$ cat src/rtl/cmd_saver.sv
// cmd_saver: reads a CPU memory range and emits it as a TRS-80 /CMD byte
// stream (type-01 load records followed by one type-02 transfer record)
// on the ioctl upload data path.
//
// Ports:
//   clock, reset      system clock, synchronous active-high reset
//   start             one-cycle pulse that begins a save (ignored while busy)
//   start_addr        first address to save (latched on start)
//   end_addr          last address to save, inclusive (latched on start)
//   exec_addr         transfer/entry address (latched on start)
//   mem_addr, mem_rd  RAM read address and one-cycle read strobe
//   mem_data          RAM read data, valid MEM_LATENCY cycles after mem_rd
//   out_wr            one-cycle write strobe for out_data at out_addr
//   out_addr          byte offset in the output file
//   out_data          output byte
//   out_wait          backpressure; no out_wr is issued while high
//   busy              high from the cycle after an accepted start until done
//   done              one-cycle completion pulse
//   err               sticky range error (end_addr < start_addr)
//   file_size         total bytes emitted, valid at done, held until next start
module cmd_saver #(
  parameter int BLOCK_SIZE  = 256,
  parameter int MEM_LATENCY = 2
) (
  input  logic        clock,
  input  logic        reset,
  input  logic        start,
  input  logic [15:0] start_addr,
  input  logic [15:0] end_addr,
  input  logic [15:0] exec_addr,
  output logic [15:0] mem_addr,
  output logic        mem_rd,
  input  logic [7:0]  mem_data,
  output logic        out_wr,
  output logic [16:0] out_addr,
  output logic [7:0]  out_data,
  input  logic        out_wait,
  output logic        busy,
  output logic        done,
  output logic        err,
  output logic [16:0] file_size
);

  typedef enum logic [3:0] {
    S_IDLE,
    S_H_TYPE,
    S_H_LEN,
    S_H_ALO,
    S_H_AHI,
    S_RD_REQ,
    S_RD_WAIT,
    S_D_OUT,
    S_X_TYPE,
    S_X_LEN,
    S_X_LO,
    S_X_HI,
    S_DONE
  } state_t;

  state_t      state;
  logic [15:0] cur_addr;   // next RAM address; equals block address during a header
  logic [15:0] exec_lat;
  logic [16:0] remaining;  // range bytes not yet emitted (17 bits: full 64K range)
  logic [8:0]  blk_left;   // data bytes not yet emitted in the current block
  logic [16:0] wr_ptr;
  logic [7:0]  data_byte;
  logic [2:0]  lat_cnt;

  logic [8:0]  blk_n;
  logic        emit;
  logic [7:0]  emit_byte;

  // Size of the block about to start; remaining is stable during the header.
  always_comb begin
    blk_n = (remaining > 17'(BLOCK_SIZE)) ? 9'(BLOCK_SIZE) : remaining[8:0];
  end

  always_comb begin
    emit      = 1'b1;
    emit_byte = '0;
    unique case (state)
      S_H_TYPE: emit_byte = 8'h01;
      S_H_LEN:  emit_byte = blk_n[7:0] + 8'd2;  // (N+2) mod 256
      S_H_ALO:  emit_byte = cur_addr[7:0];
      S_H_AHI:  emit_byte = cur_addr[15:8];
      S_D_OUT:  emit_byte = data_byte;
      S_X_TYPE: emit_byte = 8'h02;
      S_X_LEN:  emit_byte = 8'h02;
      S_X_LO:   emit_byte = exec_lat[7:0];
      S_X_HI:   emit_byte = exec_lat[15:8];
      default:  emit      = 1'b0;
    endcase
  end

  // out_wr is gated by out_wait in the same cycle so a write is never
  // issued while backpressure is asserted; out_data/out_addr come straight
  // from registers and therefore hold steady while waiting.
  assign out_wr   = emit & ~out_wait;
  assign out_data = emit ? emit_byte : '0;
  assign out_addr = wr_ptr;
  assign mem_addr = cur_addr;
  assign mem_rd   = (state == S_RD_REQ);
  assign busy     = (state != S_IDLE);
  assign done     = (state == S_DONE);

  always_ff @(posedge clock) begin
    if (reset) begin
      state     <= S_IDLE;
      cur_addr  <= '0;
      exec_lat  <= '0;
      remaining <= '0;
      blk_left  <= '0;
      wr_ptr    <= '0;
      data_byte <= '0;
      lat_cnt   <= '0;
      err       <= 1'b0;
      file_size <= '0;
    end else begin
      if (out_wr) wr_ptr <= wr_ptr + 17'd1;
      unique case (state)
        S_IDLE: begin
          if (start) begin
            cur_addr  <= start_addr;
            exec_lat  <= exec_addr;
            wr_ptr    <= '0;
            file_size <= '0;
            remaining <= {1'b0, end_addr} - {1'b0, start_addr} + 17'd1;
            if (end_addr < start_addr) begin
              err   <= 1'b1;
              state <= S_DONE;
            end else begin
              err   <= 1'b0;
              state <= S_H_TYPE;
            end
          end
        end
        S_H_TYPE: if (!out_wait) begin
          blk_left <= blk_n;
          state    <= S_H_LEN;
        end
        S_H_LEN:  if (!out_wait) state <= S_H_ALO;
        S_H_ALO:  if (!out_wait) state <= S_H_AHI;
        S_H_AHI:  if (!out_wait) state <= S_RD_REQ;
        S_RD_REQ: begin
          lat_cnt <= '0;
          state   <= S_RD_WAIT;
        end
        S_RD_WAIT: begin
          if (lat_cnt == 3'(MEM_LATENCY - 1)) begin
            data_byte <= mem_data;
            state     <= S_D_OUT;
          end else begin
            lat_cnt <= lat_cnt + 3'd1;
          end
        end
        S_D_OUT: if (!out_wait) begin
          // cur_addr may wrap past FFFF here, but remaining reaches zero at
          // the same time so no further block is started from 0000.
          cur_addr  <= cur_addr + 16'd1;
          remaining <= remaining - 17'd1;
          blk_left  <= blk_left - 9'd1;
          if (blk_left != 9'd1)       state <= S_RD_REQ;
          else if (remaining != 17'd1) state <= S_H_TYPE;
          else                         state <= S_X_TYPE;
        end
        S_X_TYPE: if (!out_wait) state <= S_X_LEN;
        S_X_LEN:  if (!out_wait) state <= S_X_LO;
        S_X_LO:   if (!out_wait) state <= S_X_HI;
        S_X_HI: if (!out_wait) begin
          file_size <= wr_ptr + 17'd1;
          state     <= S_DONE;
        end
        S_DONE:  state <= S_IDLE;
        default: state <= S_IDLE;
      endcase
    end
  end

endmodule

$ cat config.mk
export PLATFORM = sky130hd
export DESIGN_NAME = cmd_saver
export DESIGN_NICKNAME = d
export VERILOG_FILES = /design/src/rtl/cmd_saver.sv
export SDC_FILE = /design/constraint.sdc
export NUM_CORES = 1
export LEC_CHECK = 0
export ABC_AREA = 1
export BUFFER_PORTS_ARGS = -buffer_cell sky130_fd_sc_hd__buf_4
export CAP_MARGIN = 10
export CELL_PAD_IN_SITES_DETAIL_PLACEMENT = 1
export CELL_PAD_IN_SITES_GLOBAL_PLACEMENT = 1
export CORE_MARGIN = 10
export CORE_UTILIZATION = 30
export DETAILED_ROUTE_END_ITERATION = 10
export PLACE_DENSITY = 0.61
export SYNTH_ARGS = -nofsm -noshare
export SYNTH_HDL_FRONTEND = slang
export SYNTH_SLANG_ARGS = --single-unit
$ cat constraint.sdc
create_clock -name clock -period 4.7 [get_ports clock]
set_clock_uncertainty 0.15 [all_clocks]
set_input_delay 0.705 -clock clock [delete_from_list [all_inputs] [get_ports clock]]
set_output_delay 0.705 -clock clock [all_outputs]
set_load 0.05 [all_outputs]
* Yosys cells after proc, flatten, opt, wreduce, memory -nomap -nowiden
Index checks and enable logic that the tools add are counted.
Word-level totals: flip-flop bits (word level) 108, input bits 60
Operators by class: $add $sub $neg 8, order comparisons 2, equality and inequality tests 27, mux-type cells 37, bitwise gates (word level) 2, reductions and logical operators 15
Operators by type and width (number):
- two-way mux 17 bit | 7
- case mux 17 bit (2 select lines) | 2
- case mux 8 bit (8 select lines) | 1
- two-way mux 4 bit | 14
- case mux 4 bit (12 select lines) | 1
- adder 17 x 1 -> 17 bit, second input constant | 2
- two-way mux 16 bit | 2
- case mux 16 bit (2 select lines) | 1
- two-way mux 9 bit | 3
- != test 2 bit, second input constant | 12
- equality test 4 bit, second input constant | 5
- case mux 9 bit (2 select lines) | 1
- greater-than comparator 17 x 9 -> 1 bit, second input constant | 1
- != test 17 x 1 -> 1 bit, second input constant | 1
- subtractor 16 x 16 -> 17 bit | 1
- subtractor 17 x 1 -> 17 bit, second input constant | 1
- adder 16 x 1 -> 16 bit, second input constant | 1
- equality test 4 x 3 -> 1 bit, second input constant | 4
- less-than comparator 16 bit | 1
- AND reduction 11 bit | 1
- != test 9 x 1 -> 1 bit, second input constant | 1
- AND reduction 3 bit | 3
- OR reduction 9 bit | 1
- subtractor 9 x 1 -> 9 bit, second input constant | 1
- 16 further kinds | 23

* Depth between registers and ports, before layout
depth in word-level cells 7, gate-level depth with buffers 17, gate-level depth less buffers 17

* Worst setup path before layout
OpenSTA, ideal clock, no wires.
kind register to output, start register remaining[0], end output port out_data[3], arrival 2203 ps, required time 3845 ps, slack 1642 ps, stages on the path, launching flop included 15, path buffers 0, cell sequence dfxtp_1 > inv_1 > ha_1 > nand2_1 > inv_1 > nand2_1 > nor2_1 > nand2_1 > nand2_4 > inv_2 > nor2_2 > ha_1 > nand3_2 > nand2_1 > o21bai_1
Between the ends: longest elaborated chain between the ends 5
RTL lines:
- from (decl) | line 63 | logic [16:0] remaining;
- from (signal assigned) | line 127 | remaining <= {1'b0, end_addr} - {1'b0, start_addr} + 17'd1;
- from (signal assigned) | line 160 | remaining <= remaining - 17'd1;
- greater-than comparator 17 x 9 -> 1 bit | line 75 | blk_n = (remaining > 17'(BLOCK_SIZE)) ? 9'(BLOCK_SIZE) : remaining[8:0];
- two-way mux 9 bit * | line 75
- adder 8 x 2 -> 8 bit * | line 83 | S_H_LEN: emit_byte = blk_n[7:0] + 8'd2;
- case mux 8 bit (8 select lines) * | line 81 | unique case (state)
- two-way mux 8 bit * | line 99 | assign out_data = emit ? emit_byte : '0;
- to (decl) | line 36 | output logic [7:0] out_data,
Mark *: on every way between the ends. The rest lies on a longest branch, timed or not.

* Worst setup path in the final report
start register remaining[1], end output port out_data[7]
The elaborated chain is that of the path after synthesis.

==> impl_metrics.csv <==
group,metric,value,unit
cts,clockBufferDepth,2,
grt,grt_pass1_vias,8263,
grt,antenna_found_initial,0,
floorplanning,floorplan.initialDensity,30.4,%
place,detailed_place_hpwl,22600,um
timing,final_min_period_over_clock_period,77.6,%
floorplanning,core-area,25200,um2
synth,synthDominantCellAreaShare,28.2,%
route,detailedRoute.firstPassIterationCount,5,
cts,number_of_hold_repair_buffers_added_at_the_cts_stage,0,
grt,grt_start_max_net_pins,50,
timing,number_of_endpoints_failing_setup_at_the_final_stage,0,
cells_and_area,area.growth.synth_to_final,18.6,%
pwr,vdd_drop_max,0.265,mV
floorplanning,dieWidth,180,um
synth,synth_enable_flop_cells,0,
grt,first_pass_grt_wire_length,46300,um
hold_path,min_path_type,"flip-flop to flip-flop",
route,via_per_inst,5.01,
route,drc,0,
worst_setup_path,crit_top_cell,"nand2_1",
synth,post_synth_main_area_contributors,"dfxtp_1 (28%), nand2_1 (12%), a21oi_1 (8.2%)",
route,initialDrtViolationCount,534,
worst_setup_path,critPathMaxStageDelay,330,ps
cts,number_of_sinks_handled_by_clock_tree_synthesis,108,
worst_setup_path,cp_cell_sequence,"inv_1, ha_1, nand2_1, inv_1, nand2_1, nor2_1, nand2_1, nand2_4, inv_2, nor2_1, ha_1, nand3_2, nor2_1, nand3_1, nand2_1, nand3_1, nand2_1, buf_4",
worst_setup_path,critical_path_required,3850,ps
synth,synthesis.instances,1157,
synth,synth-main-ff-cell,"dfxtp_1",
route,vias,7967,
cts,cts-buffers-inserted,9,
place,io_buffers,122,
synth,number_of_flip_flops_and_latches_in_the_synthesized_netlist,108,
synth,synthesis.nets,1268,
synth,synth.yosys.seq_area_share,28.2,%
floorplanning,io_pins,123,
cts,clk-insertion-delay-late,360,ps
synth,synth_area_leader_cell,"dfxtp_1",
place,gpl.final_weighted_congestion,0.866,
pwr,cellPowerDensity,516,nW/um2
cts,clk_root_buffer_cell,"clkbuf_16",
cells_and_area,antennaDiodeCount,0,
route,route.antenna.remaining_nets,0,
cts,cts_max_level,3,
timing,worst_slew_pin_slew,694,ps
floorplanning,overall_die_area,32300,um2
synth,syn-mean-instance-area,6.62,um2
synth,synth_area,7660,um2
timing,hold_violations,0,
cells_and_area,fin_nets,1365,
worst_setup_path,path_delay_family,"simple AND/OR/NAND/NOR gates",
grt,grt_use_total,17.3,%
timing,achievable-frequency,274,MHz
floorplanning,die_y,180,um
timing,slew-limit-headroom,53.7,%
floorplanning,std_cell_rows,58,
synth,synth.cells.most_frequent,"nand2_1 (249), inv_1 (147), a21oi_1 (126)",
timing,fin_setup_tns,0,ps
worst_setup_path,crit_buf_inv,4,
flow_run,max_cap_viol_count,0,
cells_and_area,n_fill_cell,3249,
worst_setup_path,timing_worst_setup_path_type,"flip-flop to output port",
worst_setup_path,arrival,2790,ps
cts,cts.reportedPaths.clkPinSlew,80,ps
route,finalWirelength,28700,um
worst_setup_path,crit_fanout,9,
worst_setup_path,setup.worst_path.start_class,"flip-flop",
worst_setup_path,critPathSlowestCell,"dfxtp_1",
timing,setup_repair_after_global_routing_missed_its_margin,"false",
timing,post-route-min-period,3650,ps
cts,post_cts.resized_instances,0,
cts,cts_setup_buffers,0,
synth,post-synth-top-count-cell,"nand2_1",
worst_setup_path,critical_path.endpoint_type,"output port",
synth,synthesis_warning_total,0,
pwr,design_power_total,4.69,mW
synth,ys_async_sr_fraction,0,%
run_status,status,"finished clean",
timing,final_max_slew_viol_count,0,
pwr,leakage,3.96,nW
cells_and_area,layout-drive-gt1-share,16.0,%
route,avgRoutedWirePerCell,18.1,um
cts,tritoncts_clock_tree,"built",
timing,finalHoldWorstSlack,307,ps
grt,grt.overflow.total,0,
synth,synth_cell_types,52,
## area by class of cell
type	instances	area (um2)	area share (%)
sequential	108	2160	23.8
tap	330	413	4.55
multi-input combinational	848	4660	51.3
clock inverter	5	45.0	0.496
inverter	160	601	6.62
clock buffer	11	243	2.67
timing repair buffer	127	953	10.5
## placed cells by master (no fill, tap or decap), types with 4 or more instances in the layout
| cell type | instances |
|---|---|
| a211oi_1 | 6 |
| a211oi_2 | 4 |
| a21oi_1 | 126 |
| a21oi_2 | 4 |
| a221oi_2 | 4 |
| a31oi_1 | 9 |
| buf_4 | 127 |
| clkbuf_16 | 9 |
| dfxtp_1 | 108 |
| fa_1 | 8 |
| ha_1 | 43 |
| inv_1 | 147 |
| inv_2 | 13 |
| nand2_1 | 248 |
| nand2_2 | 8 |
| nand3_1 | 67 |
| nand4_1 | 19 |
| nor2_1 | 99 |
| nor2_2 | 6 |
| nor3_1 | 21 |
| o211ai_1 | 4 |
| o21ai_0 | 81 |
| o21ai_1 | 17 |
| o21bai_1 | 9 |
| o22ai_1 | 16 |
| or2_2 | 4 |
| xor2_1 | 10 |
## worst register-to-register path, delay by kind of cell (launching register included)
family,cells,cell delay [ps]
AOI/OAI and AO/OA,2,500
buffers and inverters,1,430
DFF,1,500
and+or+nand+nor,4,900
## sequential cells by signal (all words and copies together) (netlist names)
signal and cells:
blk_left 9, data_byte 8, err 1, exec_lat 16
file_size 17, lat_cnt 3, mem_addr 16, out_addr 17
remaining 17, state 4
## routing by layer
metal  up-vias  routed length [um]  share of wire, %  global-route usage [%]
met1      3791               14100                49                    23.4
met5         -                   0                 0                       0
met4         0                 307               1.1                    3.67
met3        22                1380               4.8                    3.98
met2       123               12900                45                    27.5
li1       4031                   -                 -                       -
## per-stage QoR
step	area [um2]	utilization (%)	setup WS [ps]	instances
global placement	8790	34.9	1590	1573
finish	9080	36.0	1050	1589
CTS	9080	36.0	1040	1589
global route	9080	36.0	676	1589
detailed placement	8790	34.9	1530	1573
floorplan	7660	-	1640	1157
## cells by family (layout without fill, tap and decap cells)
kind of cell | Yosys count | count (layout) | share of synthesized area, %
simple gates | 492 | 492 | 28.4
xor+xnor | 13 | 13 | 1.49
compound gates | 292 | 292 | 21.9
flops | 108 | 108 | 28.2
buf+inv | 201 | 303 | 10.9
fa+ha+maj | 51 | 51 | 9.12
## where the power goes
group	total, mW	internal [mW]	switching (mW)
combinational	2.45	0.710	1.74
clock	0.780	0.384	0.396
sequential	1.46	1.15	0.310
total	4.69	2.24	2.44
## final timing paths
check	startpoint	end	slack [ps]	cells after the start
max reg2reg	state[2]	mem_addr[3]	2140	7
min reg2reg	exec_lat[8]	exec_lat[8]	310	2
min	exec_lat[8]	exec_lat[8]	310	2
max	remaining[1]	out_data[7]	1050	18
Power figures use the tool's default switching activity.
